$ cat src/rtl/mem_packet_sequencer.sv
// Packet sequencer between a host loader and a ring memory.
// Packets are loaded into an issue buffer in IDLE. A start pulse streams them to the ring
// round-robin over NUM_PE destinations. Result packets are then collected into a result
// buffer that can be read combinationally.
// Optional feature: define MEM_SEQ_TIMEOUT_EN to abort collection after 1024 quiet cycles.
module mem_packet_sequencer #(
  parameter int unsigned DWIDTH = 8,
  parameter int unsigned PWIDTH = 47,
  parameter int unsigned NUM_PE = 3,
  parameter int unsigned DEPTH  = 16,
  localparam int unsigned AW    = $clog2(DEPTH),
  localparam int unsigned CW    = AW + 1
) (
  input  logic              clk,
  input  logic              rst_n,
  input  logic              ld_valid_i,
  output logic              ld_ready_o,
  input  logic [PWIDTH-1:0] ld_data_i,
  input  logic              start_i,
  input  logic [CW-1:0]     exp_cnt_i,
  output logic              out_valid_o,
  input  logic              out_ready_i,
  output logic [PWIDTH-1:0] out_data_o,
  input  logic              in_valid_i,
  output logic              in_ready_o,
  input  logic [PWIDTH-1:0] in_data_i,
  input  logic [AW-1:0]     rd_addr_i,
  output logic [DWIDTH-1:0] rd_data_o,
  output logic              busy_o,
  output logic              done_o,
  output logic              err_o,
  output logic              timeout_o
);

  typedef enum logic [1:0] {StIdle, StSend, StCollect, StDone} state_e;

  state_e            state_q;
  // dest/src are rewritten on issue, so only type+payload are stored
  logic [PWIDTH-9:0] issue_q  [DEPTH];
  logic [DWIDTH-1:0] result_q [DEPTH];
  logic [CW-1:0]     load_cnt_q, idx_q, exp_q, rcv_q, rcv_d;
  logic [3:0]        pe_q;
  logic              err_q, timeout_q;
  logic              ld_fire, out_fire, in_fire, is_result, res_wr, pkt_bad, run_go, last_xfer;
  logic              tmo_hit;
  logic              unused_bits;

  assign unused_bits = ^{ld_data_i[PWIDTH-1 -: 8], in_data_i[PWIDTH-1 -: 8],
                         in_data_i[PWIDTH-11:DWIDTH]};

  // Status and handshake outputs decode directly from registered state
  assign ld_ready_o  = rst_n && (state_q == StIdle) && (load_cnt_q < CW'(DEPTH));
  assign out_valid_o = (state_q == StSend);
  assign in_ready_o  = (state_q == StSend) || (state_q == StCollect);
  assign busy_o      = in_ready_o;
  assign done_o      = (state_q == StDone);
  assign err_o       = err_q;
  assign timeout_o   = timeout_q;
  assign out_data_o  = {pe_q, 4'hF, issue_q[idx_q[AW-1:0]]};
  assign rd_data_o   = result_q[rd_addr_i];

  // Handshake decode and next receive count
  always_comb begin
    ld_fire   = ld_valid_i && ld_ready_o;
    out_fire  = out_valid_o && out_ready_i;
    in_fire   = in_valid_i && in_ready_o;
    is_result = (in_data_i[PWIDTH-9 -: 2] == 2'b10);
    res_wr    = in_fire && is_result && (rcv_q < CW'(DEPTH));
    pkt_bad   = in_fire && !res_wr;
    rcv_d     = rcv_q + CW'(res_wr);
    run_go    = (state_q == StIdle) && start_i && (load_cnt_q != '0);
    last_xfer = out_fire && (idx_q == load_cnt_q - CW'(1));
  end

`ifdef MEM_SEQ_TIMEOUT_EN
  logic [9:0] quiet_cnt_q;

  assign tmo_hit = (state_q == StCollect) && !res_wr && (quiet_cnt_q == 10'd1023);

  // Collect cycles since the last accepted result
  always_ff @(posedge clk or negedge rst_n) begin
    if (!rst_n) begin
      quiet_cnt_q <= '0;
    end else if (run_go || res_wr) begin
      quiet_cnt_q <= '0;
    end else if (state_q == StCollect) begin
      quiet_cnt_q <= quiet_cnt_q + 10'd1;
    end
  end
`else
  assign tmo_hit = 1'b0;
`endif

  // Sequencer FSM with its counters and sticky status flags
  always_ff @(posedge clk or negedge rst_n) begin
    if (!rst_n) begin
      state_q    <= StIdle;
      load_cnt_q <= '0;
      idx_q      <= '0;
      pe_q       <= '0;
      exp_q      <= '0;
      rcv_q      <= '0;
      err_q      <= 1'b0;
      timeout_q  <= 1'b0;
    end else begin
      if (ld_fire) load_cnt_q <= load_cnt_q + CW'(1);
      unique case (state_q)
        StIdle: begin
          if (start_i) begin
            err_q     <= 1'b0;
            timeout_q <= 1'b0;
            if (load_cnt_q != '0) begin
              exp_q   <= exp_cnt_i;
              rcv_q   <= '0;
              idx_q   <= '0;
              pe_q    <= '0;
              state_q <= StSend;
            end else begin
              state_q <= StDone;
            end
          end
        end
        StSend: begin
          rcv_q <= rcv_d;
          if (pkt_bad) err_q <= 1'b1;
          if (out_fire) begin
            idx_q <= idx_q + CW'(1);
            pe_q  <= (pe_q == 4'(NUM_PE - 1)) ? 4'd0 : pe_q + 4'd1;
          end
          if (last_xfer) state_q <= (rcv_d == exp_q) ? StDone : StCollect;
        end
        StCollect: begin
          rcv_q <= rcv_d;
          if (pkt_bad) err_q <= 1'b1;
          if (rcv_d == exp_q) begin
            state_q <= StDone;
          end else if (tmo_hit) begin
            timeout_q <= 1'b1;
            state_q   <= StDone;
          end
        end
        StDone: begin
          load_cnt_q <= '0;
          state_q    <= StIdle;
        end
        default: state_q <= StIdle;
      endcase
    end
  end

  // Issue buffer write port
  always_ff @(posedge clk) begin
    if (ld_fire) issue_q[load_cnt_q[AW-1:0]] <= ld_data_i[PWIDTH-9:0];
  end

  // Result buffer: cleared at the start of a run, then filled in arrival order
  always_ff @(posedge clk) begin
    if (run_go) begin
      for (int i = 0; i < int'(DEPTH); i++) result_q[i] <= '0;
    end else if (res_wr) begin
      result_q[rcv_q[AW-1:0]] <= in_data_i[DWIDTH-1:0];
    end
  end

endmodule
$ cat config.mk
export PLATFORM = sky130hd
export DESIGN_NAME = mem_packet_sequencer
export DESIGN_NICKNAME = d
export VERILOG_FILES = /design/src/rtl/mem_packet_sequencer.sv
export SDC_FILE = /design/constraint.sdc
export NUM_CORES = 1
export LEC_CHECK = 0
export CAP_MARGIN = 20
export CORE_UTILIZATION = 44
export DETAILED_ROUTE_END_ITERATION = 7
export PLACE_DENSITY = 0.65
export SETUP_SLACK_MARGIN = 0.4
export SLEW_MARGIN = 20
export SYNTH_ARGS = -nofsm -noshare
export SYNTH_HDL_FRONTEND = slang
export SYNTH_SLANG_ARGS = --single-unit
$ cat constraint.sdc
create_clock -name clk -period 14.9 [get_ports clk]
set_clock_uncertainty 0.1 [all_clocks]
set_input_delay 2.98 -clock clk [delete_from_list [all_inputs] [get_ports clk]]
set_output_delay 2.98 -clock clk [all_outputs]
set_load 0.05 [all_outputs]
### Word-level counts from Yosys, hierarchy flattened

Memories as Yosys holds them, arrays and structs flattened.
Cells that the tools add are included.

* add/sub/neg operators: 5
* order comparisons: 2
* equality and inequality tests: 13
* muxes and demuxes: 31
* reductions and logical operators: 25

Operators with widths (number)
* 5-bit two-way mux: 5
* 4-bit two-way mux: 5
* 5-bit one-hot mux with 2 select lines: 2
* 3-bit AND reduction: 4
* 1-bit logical AND: 11
* 1-bit two-way mux: 11
* 5-bit by 1-bit adder with 5-bit output, second input constant: 2
* 5-bit equality test: 2
* 5-bit < comparator, second input constant: 2
* 2-bit by 1-bit != test with 1-bit output, second input constant: 5
* 2-bit two-way mux: 4
* 8-bit two-way mux: 1
* 2-bit one-hot mux with 4 select lines: 1
* 4-bit one-hot mux with 2 select lines: 1
* 8-bit OR reduction: 1
* 2-bit equality test, second input constant: 3
* 2-bit nonzero test: 3
* 5-bit by 1-bit adder with 5-bit output: 1
* 5-bit nonzero test: 1
* 5-bit by 1-bit subtractor with 5-bit output, second input constant: 1
* 4-bit by 1-bit adder with 4-bit output, second input constant: 1
* 4-bit by 2-bit equality test with 1-bit output, second input constant: 1
* 4-bit AND reduction: 1
* 2-bit by 1-bit equality test with 1-bit output, second input constant: 1
* 6 further kinds: 6

* register bits: 27
* memory bits (writable): 752
* input port bits: 109
* output and inout port bits: 62
* memories kept: 2

Memories
* issue_q: depth 16, bits a word 39, rd ports 1, clocked after memory_dff 0, wr ports 1, RTL line 39 `logic [PWIDTH-9:0] issue_q [DEPTH];`
* result_q: depth 16, bits a word 8, rd ports 1, clocked after memory_dff 0, wr ports 16, RTL line 40 `logic [DWIDTH-1:0] result_q [DEPTH];`

### Longest topological paths before layout

* depth after elaboration: 10
* gate-level depth with buffers: 11

### Worst setup path before layout

OpenSTA, ideal clock, no wires.

* kind: input-to-output
* from: in rd_addr_i[0]
* to: out rd_data_o[0]
* arrival: 4652 ps
* data required time: 11820 ps
* slack: 7168 ps
* stages on the path: 4
* cell sequence: clkbuf_1 -> buf_2 -> mux4_2 -> mux4_2

* cells in the longest elaborated chain, start to end: 1

RTL lines
* start: declaration: RTL line 27 `input logic [AW-1:0] rd_addr_i,`
* memory 16 x 8 bit
* end: declaration: RTL line 28 `output logic [DWIDTH-1:0] rd_data_o,`

Every way passes these cells.

### Worst setup path in the final report

* from: in rd_addr_i[1]
* to: out rd_data_o[5]

Same word-level chain as after synthesis.

==> results_dict.tcl <==
set metrics [dict create \
    track_usage 0.1919 \
    ctsResizeCount 0 \
    layout-drive-gt1-share 0.2533 \
    grt_max_degree 102 \
    drv_cap 0 \
    synth_edf_count 752 \
    drc 0 \
    die_h_um 267.9 \
    min_from "exp_q[4]$_DFFE_PN0P_" \
    yosys.area.top_type "edfxtp_1" \
    wl_per_cell_um 25.41 \
    grt_overflow 0 \
    cts_buffers 81 \
    cts_root_buf "clkbuf_16" \
    clk_pin_slew_ns 0.06 \
    via_count 14527 \
    worst_pin_slew_ns 1.087 \
    fin_nets 1727 \
    yosysTopAreaCellShare 0.7259 \
    die-area_um2 71770 \
    rsz0062_at_grt "no" \
    final-setup-viol-count 0 \
    io_pins 171 \
    wl_um 66340 \
    maxSlewViolCount 0 \
    critical_path_arrival_ns 5.53 \
    worstSetupStartpointType "primary input" \
    synthArstFlopShare 0.03466 \
    crit_type "in -> out" \
    synthTopCellsByArea "edfxtp_1 (73%), mux4_2 (17%), and2_1 (2.6%)" \
    gp_congestion 0.7553 \
    irDropWorstVdd_uv 157.8 \
    row_count 97 \
    min_path_type "reg -> reg" \
    ant_nets 0 \
    clk_latency_ns 0.65 \
    hold_end "exp_q[4]$_DFFE_PN0P_" \
    hold_violations 0 \
    seq_area_frac_synth 0.7476 \
    clock_sinks 779 \
    core-area_um2 70030 \
    ys.flop_type "edfxtp_1" \
    grt_pass1_wl_um 99350 \
    drt-pass1-iter-count 5 \
    grt_pass1_vias 15331 \
    p_leak_nw 11.51 \
    synth.most_common_cell "edfxtp_1" \
    synth_common_cells "edfxtp_1 (752), mux4_2 (235), and2_1 (129)" \
    ys_ff_latch 779 \
    cts_max_level 3 \
    cp-end-kind "output port" \
    synthesis.area_um2 31110 \
    hpwl_um 34280 \
    viasPerCell 5.564 \
    ys_types 43 \
    yosys_warnings 0 \
    antenna_found_initial 6 \
    r2r_end "issue_q[1][3]$_DFFE_PP_" \
    required_ns 11.82 \
    die_width_um 267.9 \
    p_per_area_nw_per_um2 162.7 \
    report.power.total_mw 5.880 \
    rrSetupSlack_ns 11.22 \
    hold_path_depth 2 \
    ctsHoldBuffers 0 \
    area_delta_synth_final_pct 16.16 \
    port_buffers 120 \
    path_max_fanout 32 \
    setup-tns-final_ns 0 \
    cts_tree "built" \
    slew_headroom 0.2752 \
    ff2ff_path_depth 7 \
    netlist_instances 1446 \
    status "completed" \
    fin_crit_sh 0.5779 \
    min_period_ns 8.611 \
    max_freq_ghz 0.1161 \
    clock_path_buffers 3 \
    avgSynthCellArea_um2 21.51 \
    r2r_start "state_q[1]$_DFFE_PN0P_" \
    drt_iter0_drc 1254 \
    initial_utilization 0.4442 \
    post-cts-setup-buffer-count 0 \
]
how the worst max path moves through the flow:
stage / from / endpoint / slack [ns]
floorplan: rd_addr_i[0] / rd_data_o[0] / 7.17
global placement: rd_addr_i[1] / rd_data_o[5] / 6.29
detailed placement: rd_addr_i[1] / rd_data_o[5] / 6.28
CTS: rd_addr_i[1] / rd_data_o[5] / 6.28
global route: rd_addr_i[1] / rd_data_o[5] / 6.23
finish: rd_addr_i[1] / rd_data_o[5] / 6.29
stage by stage:
step / utilization / hold slack (ns) / setup slack (ns) / instance area (um^2) / std cells
floorplan: - / 0.3601 / 7.168 / 31120 / 1449
global placement: 0.4780 / 0.3883 / 6.294 / 33470 / 2461
detailed placement: 0.4780 / 0.3877 / 6.280 / 33470 / 2461
CTS: 0.5160 / 0.4020 / 6.282 / 36130 / 2610
global route: 0.5160 / 0.4583 / 6.225 / 36130 / 2611
finish: 0.5160 / 0.4016 / 6.289 / 36130 / 2611
area by class of cell:
class	instances	area, um^2
Inverter	8	30.03
Fill cell	5433	33890
Timing Repair Buffer	149	1426
Antenna cell	1	2.502
Multi-Input combinational cell	585	7572
Sequential cell	779	23270
Tap cell	940	1176
Clock inverter	55	581.8
Clock buffer	94	2076
critical path, stage by stage:
cell	delay, ns
clkdlybuf4s50_1	0.46
buf_4	0.41
mux4_2	0.44
mux4_2	0.50
clkdlybuf4s50_1	0.71
power breakdown:
part           switching, mW  internal [mW]  total [mW]
Clock                  0.852           1.14        1.99
Combinational          0.776          0.591        1.37
Sequential            0.0630           2.46        2.52
per-layer routing:
layer,track usage,share of wire
met3,0.03913,0.062
met1,0.2543,0.41
met5,0,0.0011
met2,0.3204,0.51
met4,0.05946,0.022
cell families (layout without fill, tap and decap cells):
kind of cell,after synthesis,in the layout,share of synthesized area
flops,779,779,0.7476
simple gates,265,265,0.05060
mux,235,235,0.1701
buf+inv,85,306,0.01166
compound gates,49,49,0.009291
xor+xnor,17,17,0.004787
fa+ha+maj,14,14,0.005631
other cells,2,6,0.0002414
registers in the layout, indices dropped and copies added, names as in the netlist:
name / flops
issue_q: 624
state_q: 2
exp_q: 5
idx_q: 5
err_o: 1
rcv_q: 5
load_cnt_q: 5
result_q: 128
pe_q: 4
cells in the final DEF (no fill, tap or decap), types with 20 or more instances in the layout:
cell / Yosys / final
clkdlybuf4s50_1: 0 / 119
mux4_2: 235 / 235
buf_4: 6 / 28
clkinv_1: 0 / 22
edfxtp_1: 752 / 752
dfrtp_1: 27 / 23
and2_1: 129 / 129
clkbuf_16: 0 / 81
o21ai_0: 25 / 20
nor2_1: 29 / 21
nand2_1: 41 / 41
Power figures use the tool's default switching activity.
